--- config.mk ---
export PLATFORM = sky130hd
export DESIGN_NAME = mod_counter
export DESIGN_NICKNAME = d
export VERILOG_FILES = /design/src/rtl/mod_counter.sv
export SDC_FILE = /design/constraint.sdc
export NUM_CORES = 1
export LEC_CHECK = 0
export ABC_AREA = 1
export CAP_MARGIN = 0
export CORE_AREA = 8 8 45 47
export DETAILED_ROUTE_END_ITERATION = 12
export DIE_AREA = 0 0 53 55
export DONT_BUFFER_PORTS = 1
export GPL_TIMING_DRIVEN = 0
export MAX_ROUTING_LAYER = met4
export PLACE_DENSITY = 0.49
export SYNTH_ARGS = -nofsm -noshare
export SYNTH_HDL_FRONTEND = slang
export SYNTH_SLANG_ARGS = --single-unit
--- constraint.sdc ---
create_clock -name clk -period 2.7 [get_ports clk]
set_input_delay 0.54 -clock clk [delete_from_list [all_inputs] [get_ports clk]]
set_output_delay 0.54 -clock clk [all_outputs]
set_load 0.02 [all_outputs]
--- src/rtl/mod_counter.sv ---
// mod_counter: synchronous up/down modulo counter with load; MOD_COUNTER_OVF_STICKY_EN adds sticky overflow
module mod_counter #(
    parameter int WIDTH   = 4,
    parameter int MODULUS = 16
) (
    input  logic             clk,
    input  logic             clr,
    input  logic             en,
    input  logic             up,
    input  logic             load,
    input  logic [WIDTH-1:0] d,
    output logic [WIDTH-1:0] q,
    output logic             tc
`ifdef MOD_COUNTER_OVF_STICKY_EN
    ,
    input  logic             ovf_clr,
    output logic             ovf
`endif
);
    // one extra bit so MODULUS == 2^WIDTH is representable for the load clamp
    localparam logic [WIDTH:0]   modv = (WIDTH+1)'(MODULUS);
    localparam logic [WIDTH-1:0] top  = WIDTH'(MODULUS - 1);
    logic [WIDTH-1:0] q_nxt;
    always_comb begin
        tc    = en & ~load & (up ? (q == top) : (q == '0));
        q_nxt = load ? (({1'b0, d} < modv) ? d : top) :
                en   ? (up ? ((q == top) ? '0 : q + 1'b1) : ((q == '0) ? top : q - 1'b1)) :
                q;
    end
    always_ff @(posedge clk or negedge clr)
        if (!clr) q <= '0;
        else      q <= q_nxt;
`ifdef MOD_COUNTER_OVF_STICKY_EN
    always_ff @(posedge clk or negedge clr)
        if (!clr)        ovf <= 1'b0;
        else if (tc)     ovf <= 1'b1;
        else if (ovf_clr) ovf <= 1'b0;
`endif
endmodule
==> results of run 1 <==
routing by layer:
metal  vias to the layer above  GRT usage (%)  wire [um]
met5                         -              -          0
met4                         0           5.17          0
met3                         0           2.94         65
met2                         8           12.3        490
met1                       149           7.63        380
li1                        180              -          -
cell usage in the layout (no fill, tap or decap):
| master | n |
|---|---|
| nand2_1 | 18 |
| nand3_1 | 7 |
| inv_1 | 6 |
| dfrtp_1 | 4 |
| nand4_1 | 3 |
| clkbuf_4 | 3 |
| inv_2 | 2 |
| xor2_1 | 2 |
| a22oi_1 | 2 |
| ha_1 | 2 |
| buf_6 | 1 |
| a21oi_1 | 1 |
| nor2_1 | 1 |
| o211ai_1 | 1 |
| a21oi_2 | 1 |
| nor2_4 | 1 |
| dlygate4sd3_1 | 1 |
synthesized netlist by cell type:
cell,count
inv_1,6
nand3_1,7
dfrtp_1,4
nor2_1,1
a21oi_1,1
nand4_1,3
o211ai_1,1
ha_1,2
nand2_1,18
inv_2,2
xor2_1,2
nor2_4,1
a22oi_1,2
buf_6,1
a21oi_2,1
final cells by class:
cell class / count / area [um2] / area share [%]
Timing Repair Buffer: 1 / 10.0 / 2.45
Inverter: 8 / 30.0 / 7.34
Sequential cell: 4 / 100 / 24.5
Multi-Input combinational cell: 39 / 215 / 52.6
Clock buffer: 3 / 22.5 / 5.50
Tap cell: 16 / 20.0 / 4.89
Buffer: 1 / 11.3 / 2.75
through the flow:
step / instances / hold WS, ns / worst slack [ns] / util, %
floorplan: 52 / 0.244 / 0.850 / -
global placement: 68 / 0.245 / 0.664 / 27.2
detailed placement: 68 / 0.245 / 0.662 / 27.2
CTS: 72 / 0.449 / 0.412 / 29.6
global route: 72 / 0.456 / 0.333 / 29.6
finish: 72 / 0.453 / 0.453 / 29.6
power by group through the flow:
stage	combinational (uW)	clock (uW)	sequential (uW)
floorplan	54.0	0	90.3
global placement	62.9	0	96.4
detailed placement	63.3	0	96.5
CTS	65.6	74.1	95.7
global route	75.8	78.2	97.0
finish	63.9	70.2	94.7
worst register-to-register path: cells and delay by family, from the launching register on:
kind                     cells  cell delay (ns)
flip-flops                   1             0.58
AND/OR/NAND/NOR              5             0.27
adder cells (fa/ha/maj)      1             0.26
buffers and inverters        1             0.14
AO/OA/AOI/OAI                1             0.14
kinds of logic after synthesis:
kind of cell / count (synthesis) / synth area share (%)
AOI/OAI and AO/OA: 5 / 10.2
xor gates and xnor gates: 2 / 4.91
adders and majority gates: 2 / 7.02
buffers and inverters: 9 / 11.6
DFF: 4 / 28.1
and+or+nand+nor: 30 / 38.2
worst paths after layout:
path                            start    to  slack (ns)  cells past startpoint
worst max register to register   q[0]  q[3]        1.21                      8
max in group asynchronous         clr  q[0]        1.95                      1
worst min-delay path             d[2]  q[2]        0.45                      2
min in group asynchronous         clr  q[3]        0.58                      1
worst max-delay path             q[1]    tc        0.45                      3
worst min register to register   q[0]  q[0]        0.81                      2
repair_timing:
action	in CTS	in global routing
resized for setup	0	0
hold endpoints to repair	4	0
setup endpoints to repair	0	0
hold buffers	1	0
==> impl_results.md, run 1 <==
* Top area cells in the synthesized netlist: dfrtp_1, nand2_1, nand3_1
* Clk network pwr share at 30.7%
* Area grow syn2layout at 14.7%
* Req. time, crit path at 2.16 ns
* Area leader, netlist: dfrtp_1
* Post-DP Area at 377 um2
* Setup CP Type: reg -> out
* F_max at 445 MHz
* Status: completed
* Mapped Avg Cell Area at 6.86 um2
* Clock Skew at 0.00219 ns
* Max-slew headroom at 67.9%
* Post-synthesis cell area at 357 um2
* Final hold vios at 0
* Pwr dens at 559 mW/mm2
* P_sw at 82.9 uW
* Lkg Pwr at 0.000213 uW
* Vias in the first global route at 349
* Synth cell types at 15
* Post CTS Setup Buffer Count at 0
* Core box area at 0.00138 mm2
* Logic pwr share at 27.9%
* Initial Utilization at 25.8%
* Hpwl dp at 761 um
* Initial antenna violation count at 0
* Sequential-to-total area share from yosys stat at 28.1%
* Final period util at 83.2%
* Reg with most FFs: q
* Sw Share at 36.3%
* Post-Synthesis Cells at 52
* Largest regs: q x4
* Largest net degree at the start of global routing at 9
* Post-route setup TNS at 0 ns
* CP max stage cell: dfrtp_1
* Slew @ Worst Pin at 0.483 ns
* Wire length per cell at 13.0 um
* Yosys Warn Count at 0
* Crit path max-delay family: flip-flops
* Worst Path Max Fanout at 7
* Sink Count at 4
* Remaining routing DRC violations at 0
* Via count at 337
* Total Power at 229 uW
* FP Rows at 14
* Inserted Clock Buffers at 3
* Drt pass-1 iters at 4
* Fillers at 162
* Max Cap Viol at 0
* First-pass GRT wire length at 1520 um
* Slowest stage delay, CP at 0.61 ns
* Flops & latches, synth at 4
* Remaining global-route overflow at 0
* Antenna Cells at 0
* CTS clock-pin slew for the worst setup and hold paths at 0.04 ns
* Worst-Skew Late Latency at 0.23 ns
* Die X at 53 um
* Final setup vio count at 0
* Layout cells sized above 1 at 14.3%
* # IOs at 14
* H-tree depth at 1
* Startpoint types: flop
* Seq pwr share at 41.4%
* Fin crit period at 2.25 ns
* Hold crit path type: in -> reg
* CP cell instances: ha_1 > nand4_1 > a21oi_1
* Clock tree from TritonCTS: yes
* CP arrival at 1.71 ns
* Net Count, Synth at 63
* Port bufs at 0
* Post-synth top area share at 28.1%
* Peak supply drop at 0.0890 mV
* Critical Path Sink Type: output port
* Clk Tree Root Cell: clkbuf_4
* Buf/Inv on CP at 0
* Starting DRC count in detailed routing at 9
* Final Max Slew Viols at 0
* DIE HEIGHT at 55 um
* Max reg flops at 4
* ANT nets after route at 0
* Nets at 69
* Via density at 4.68
* Total GRT Usage at 7.67%
* Int Power at 146 uW
* Die ar. at 0.00292 mm2
* Detailed Route WL at 936 um
* Routability cong. at 0.718
* Post-route design area at 409 um2
* Clk buf depth at 2
* RSZ-0062 raised after global routing: no
No activity file was read; power rests on OpenSTA's default activity.
==> run 2, diff against run 1 <==
clock period = 2.2 ns   (was 2.7 ns; I/O delays follow)
==> impl_results.md, run 2 (synthesis gave the netlist of run 1 again) <==
* Largest net degree at the start of global routing at 9 (unchanged)
* Largest regs: q x4
* Antenna Cells at 0 (unchanged)
* Routability cong. at 0.718 (unchanged)
* Port bufs at 0 (unchanged)
* Slew @ Worst Pin at 0.464 ns (-0.0187 ns)
* Worst R2R Start: q[0]
* Logic pwr share at 28.1% (+0.2 points)
* Initial Utilization at 25.8% (unchanged)
* Hpwl dp at 761 um (unchanged)
* F_max at 486 MHz
* CTS clock-pin slew for the worst setup and hold paths at 0.04 ns (about the same)
* Final Max Slew Viols at 0 (unchanged)
* Via density at 4.68 (unchanged)
* P_sw at 103 uW (+24%)
* Setup crit start: q[1]
* Die ar. at 0.00292 mm2 (unchanged)
* Area of the multi-input gates at 219 um2 (+1.7%)
* Initial antenna violation count at 0 (unchanged)
* Inserted Clock Buffers at 3 (unchanged)
* Post CTS Setup Buffer Count at 0 (unchanged)
* Max reg flops at 4 (unchanged)
* Remaining routing DRC violations at 0 (unchanged)
* Commonest non-fill, non-tap cell in the layout: nand2_1
* Int Power at 179 uW (+23%)
* Worst R2R Setup Slack at 0.70 ns (-0.51 ns)
* # IOs at 14 (unchanged)
* DIE HEIGHT at 55 um (unchanged)
* Pwr dens at 683 mW/mm2 (+22%)
* Max-slew headroom at 69.1% (+1.1 points)
* Clk Tree Root Cell: clkbuf_4
* Hold crit path type: in -> reg
* Die X at 53 um (unchanged)
* Status: completed
* RSZ-0062 raised after global routing: no
* H-tree depth at 1 (unchanged)
* Sink Count at 4 (unchanged)
* Setup CP Type: reg -> out
* Wire length per cell at 13.3 um (+2.2%)
* Clk network pwr share at 30.6% (about the same)
* Vias in the first global route at 349 (unchanged)
* Layout cells sized above 1 at 16.1% (+1.8 points)
* Fin crit period at 2.06 ns
* Fillers at 162 (unchanged)
* Core box area at 0.00138 mm2 (unchanged)
* Cell Count, Final, Fillers Out at 72 (unchanged)
* Starting DRC count in detailed routing at 11 (+2)
* Nets at 69 (unchanged)
* Worst R2R Path Depth at 8 (unchanged)
* First-pass GRT wire length at 1520 um (unchanged)
* Cell count after placement at 68 (unchanged)
* Via count at 337 (unchanged)
* Worst Path Max Fanout at 7 (unchanged)
* Seq pwr share at 41.3% (about the same)
* Remaining global-route overflow at 0 (unchanged)
* Reg with most FFs: q
* CP arrival at 1.62 ns (-0.09 ns)
* ANT nets after route at 0 (unchanged)
* Req. time, crit path at 1.76 ns (-0.40 ns)
* Max Cap Viol at 0 (unchanged)
* Worst-Skew Late Latency at 0.23 ns (about the same)
* Clk buf depth at 2 (unchanged)
* Sw Share at 36.5% (+0.21 points)
* Critical Path Sink Type: output port
* Lkg Pwr at 0.000213 uW (about the same)
* Drt pass-1 iters at 4 (unchanged)
* Total GRT Usage at 7.67% (unchanged)
* RR Endpoint: q[3]
* Most frequent cells in the layout: nand2_1, nand3_1, inv_1
* Peak supply drop at 0.109 mV (+23%)
* Final hold vios at 0 (unchanged)
* Post-route setup TNS at 0 ns (unchanged)
* Detailed Route WL at 957 um (+2.2%)
* Area grow syn2layout at 15.8%
* Clock tree from TritonCTS: yes
* Startpoint types: flop
* CP endpoint: tc
* FP Rows at 14 (unchanged)
* Final period util at 93.5%
* Clock Skew at 0.00219 ns (unchanged)
* Final setup vio count at 0 (unchanged)
* Reg area at 100 um2 (unchanged)
run 2: area by class of cell:
type | instances | share of cell area (%)
multi-input cells | 39 | 53.0
flip-flops and latches | 4 | 24.2
inverters | 8 | 7.27
clock buffers | 3 | 5.45
well taps | 16 | 4.85
plain buffers | 1 | 2.73
repair buffers | 1 | 2.42
run 2: power groups by stage:
| stage | sequential [uW] | combinational, uW | clock (uW) |
|---|---|---|---|
| 2_1_floorplan | 111 | 66.3 | 0 |
| 3_3_place_gp | 118 | 77.2 | 0 |
| 3_5_place_dp | 118 | 77.7 | 0 |
| 4_1_cts | 117 | 80.6 | 90.9 |
| 5_1_grt | 119 | 93.8 | 96.0 |
| 6_report | 116 | 79.3 | 86.1 |
run 2: metrics by stage:
| stage | worst slack (ns) | util, % | area, um2 | total power, uW | hold slack, ns |
|---|---|---|---|---|---|
| 2_1_floorplan | 0.450 | - | 357 | 177 | 0.144 |
| 3_3_place_gp | 0.264 | 27.2 | 377 | 195 | 0.145 |
| 3_5_place_dp | 0.262 | 27.2 | 377 | 196 | 0.145 |
| 4_1_cts | 0.0123 | 29.6 | 409 | 289 | 0.349 |
| 5_1_grt | 0.0242 | 29.8 | 413 | 309 | 0.356 |
| 6_report | 0.142 | 29.8 | 413 | 282 | 0.353 |
run 2: worst max-delay path: stages, from the launching register on:
cell and delay, ns:
dfrtp_1 0.62, ha_1 0.28, nand4_1 0.15, a21oi_2 0.34
run 2: worst min-delay path by stage:
stage,slack [ns],to,start,cells past startpoint
final,0.35,q[2],d[2],2
after global routing,0.36,q[2],d[2],2
after CTS,0.35,q[2],d[2],2
after detailed placement,0.14,q[1],clr,0
after global placement,0.14,q[1],clr,0
after floorplan,0.14,q[0],clr,0
run 2: routing by layer:
layer  track usage [%]  routed length (um)
met1              7.63                 381
met2              12.3                 509
met3              2.94                  65
met4              5.17                   0
met5                 -                   0
run 2: what timing repair did:
action / CTS / global route
resized for setup: 0 / 1
hold buffers: 1 / 0
endpoints found under the setup margin: 0 / 1
hold endpoints to repair: 4 / 0
==> patch: new RTL, config.mk and constraints of run 2 <==
Register the input `d` before use, without a reset. The logic sees it one clock later. The other inputs are not delayed to match.
--- a/src/rtl/mod_counter.sv
+++ b/src/rtl/mod_counter.sv
@@ -21,8 +21,15 @@
     localparam logic [WIDTH:0]   modv = (WIDTH+1)'(MODULUS);
     localparam logic [WIDTH-1:0] top  = WIDTH'(MODULUS - 1);
+
+    logic [WIDTH-1:0] d_q;
+
+    always_ff @(posedge clk) begin
+        d_q <= d;
+    end
+
     logic [WIDTH-1:0] q_nxt;
     always_comb begin
         tc    = en & ~load & (up ? (q == top) : (q == '0));
-        q_nxt = load ? (({1'b0, d} < modv) ? d : top) :
+        q_nxt = load ? (({1'b0, d_q} < modv) ? d_q : top) :
                 en   ? (up ? ((q == top) ? '0 : q + 1'b1) : ((q == '0) ? top : q - 1'b1)) :
                 q;
Check against the original RTL: not equivalent (Yosys sat finds a counterexample within 4 cycles, from zero or initial values).
==> patch against run 2 <==
  * Critical path depth rose by 3
  * Total power is 35% higher
  * Setup slack better by 40 ps
  * Combinational power is 2% higher
  * Routed wire length fell by 1.4%
  * Die area did not move
  * Non-clock buffer count unchanged
  * Sequential cell count rose by 4
  * Sequential share of layout area up 11 points
  * Area after synthesis up 25%
  * Worst hold slack worse by 140 ps
  * Cell area is 24% higher
  * Global-route usage rose by 0.46 points
  * Count of clock-buffer cells in the layout did not move
  * Largest cell class unchanged
==> patch: results <==
export IMPL_via_count=372
export IMPL_grt_pass1_wl_um=1640
export IMPL_syn_num_nets=71
export IMPL_ys_flop_type="dfxtp_1"
export IMPL_top_regs="d_q x4, q x4"
export IMPL_routabilityCongestion=0.755
export IMPL_cp_slowest_cell="dfrtp_2"
export IMPL_path_max_fanout=6
export IMPL_first_pass_iters=2
export IMPL_critPathMaxStageDelay_ps=480
export IMPL_grt_max_degree=9
export IMPL_gr_usage_all_layers=0.0813
export IMPL_synth_async_sr_flop_share=0.500
export IMPL_worstPathArrival_ps=1580
export IMPL_p_leak_nw=0.259
export IMPL_relSlewSlack=0.727
export IMPL_synthTopCellsByArea="dfrtp_1 22%, dfxtp_1 18%, nand2_1 15%, inv_1 7.6%, nand3_1 6.7%"
export IMPL_post_place_ws_ps=213
export IMPL_status="finished, final reports clean"
export IMPL_layout_nets=77
export IMPL_regToRegSetupSlack_ps=760
export IMPL_dp_cells=76
export IMPL_rr_startpoint="q[1]"
export IMPL_vias_per_cell=4.65
export IMPL_layout_drive_gt1_share=0.125
export IMPL_yosys_top_cells_count="18 x nand2_1, 9 x inv_1, 6 x nand3_1"
export IMPL_vdd_drop_max_mv=0.312
export IMPL_synth_area_per_cell_um2=7.44
export IMPL_wl_per_cell_um=11.8
export IMPL_skew_ps=1.39
export IMPL_drtIter0Drc=3
export IMPL_rr_worst_depth=8
export IMPL_diodes=0
export IMPL_synth_distinct_cells=17
export IMPL_hold_path_class="in2reg"
export IMPL_synth_seq_area_share=0.403
export IMPL_hold_path_cell_count=0
export IMPL_clk_latency_ps=250
-- patch: changes by cell type after synthesis, sizes merged --
cell	run 2	this run
or2	0	1
inv	8	9
o221ai	0	1
o21ai	0	1
nor2	2	5
a22oi	2	0
nand4	3	2
dfxtp	0	4
-- patch: worst max path at each step --
| stage | slack, ps | from | to | cells past startpoint |
|---|---|---|---|---|
| final | 180 | q[0] | tc | 6 |
| after global routing | 40 | q[1] | tc | 6 |
| after CTS | 70 | q[0] | tc | 6 |
| after detailed placement | 210 | q[0] | tc | 6 |
| after global placement | 220 | q[0] | tc | 6 |
| after floorplan | 410 | q[0] | tc | 6 |
-- patch: repair_timing --
item | in CTS | in global routing
hold endpoints to repair | 4 | 0
gates resized for setup | 1 | 2
endpoints found under the setup margin | 1 | 1
hold buffers | 1 | 0
-- patch: cell type report --
class	instances	area [um2]	share of cell area
multi-input combinational	42	233	0.455
timing repair buffer	1	10.0	0.0196
buffer	1	11.3	0.0220
inverter	9	33.8	0.0660
clock buffer	3	22.5	0.0440
sequential	8	181	0.355
tap	16	20.0	0.0391
-- patch: cells by family (layout without fill, tap and decap cells) --
group,count (synthesis),after routing,synth area share
AND/OR/NAND/NOR,33,33,0.331
buffers and inverters,10,14,0.101
flip-flops,8,8,0.403
AO/OA/AOI/OAI,5,5,0.0700
adder cells (fa/ha/maj),2,2,0.0560
XOR/XNOR,2,2,0.0392
-- patch: routing by layer --
metal	global-route usage	part of all wire	wire, um	vias to the layer above
met1	0.0963	0.47	447	157
met2	0.102	0.40	381	13
met5	-	0	0	-
met4	0.0647	0.014	13	0
met3	0.0374	0.11	101	2
li1	-	-	-	200
-- patch: where the power goes --
group	internal (mW)	switching [mW]
clock network	0.0620	0.0441
registers	0.161	0.0325
logic	0.0349	0.0456
total	0.258	0.122
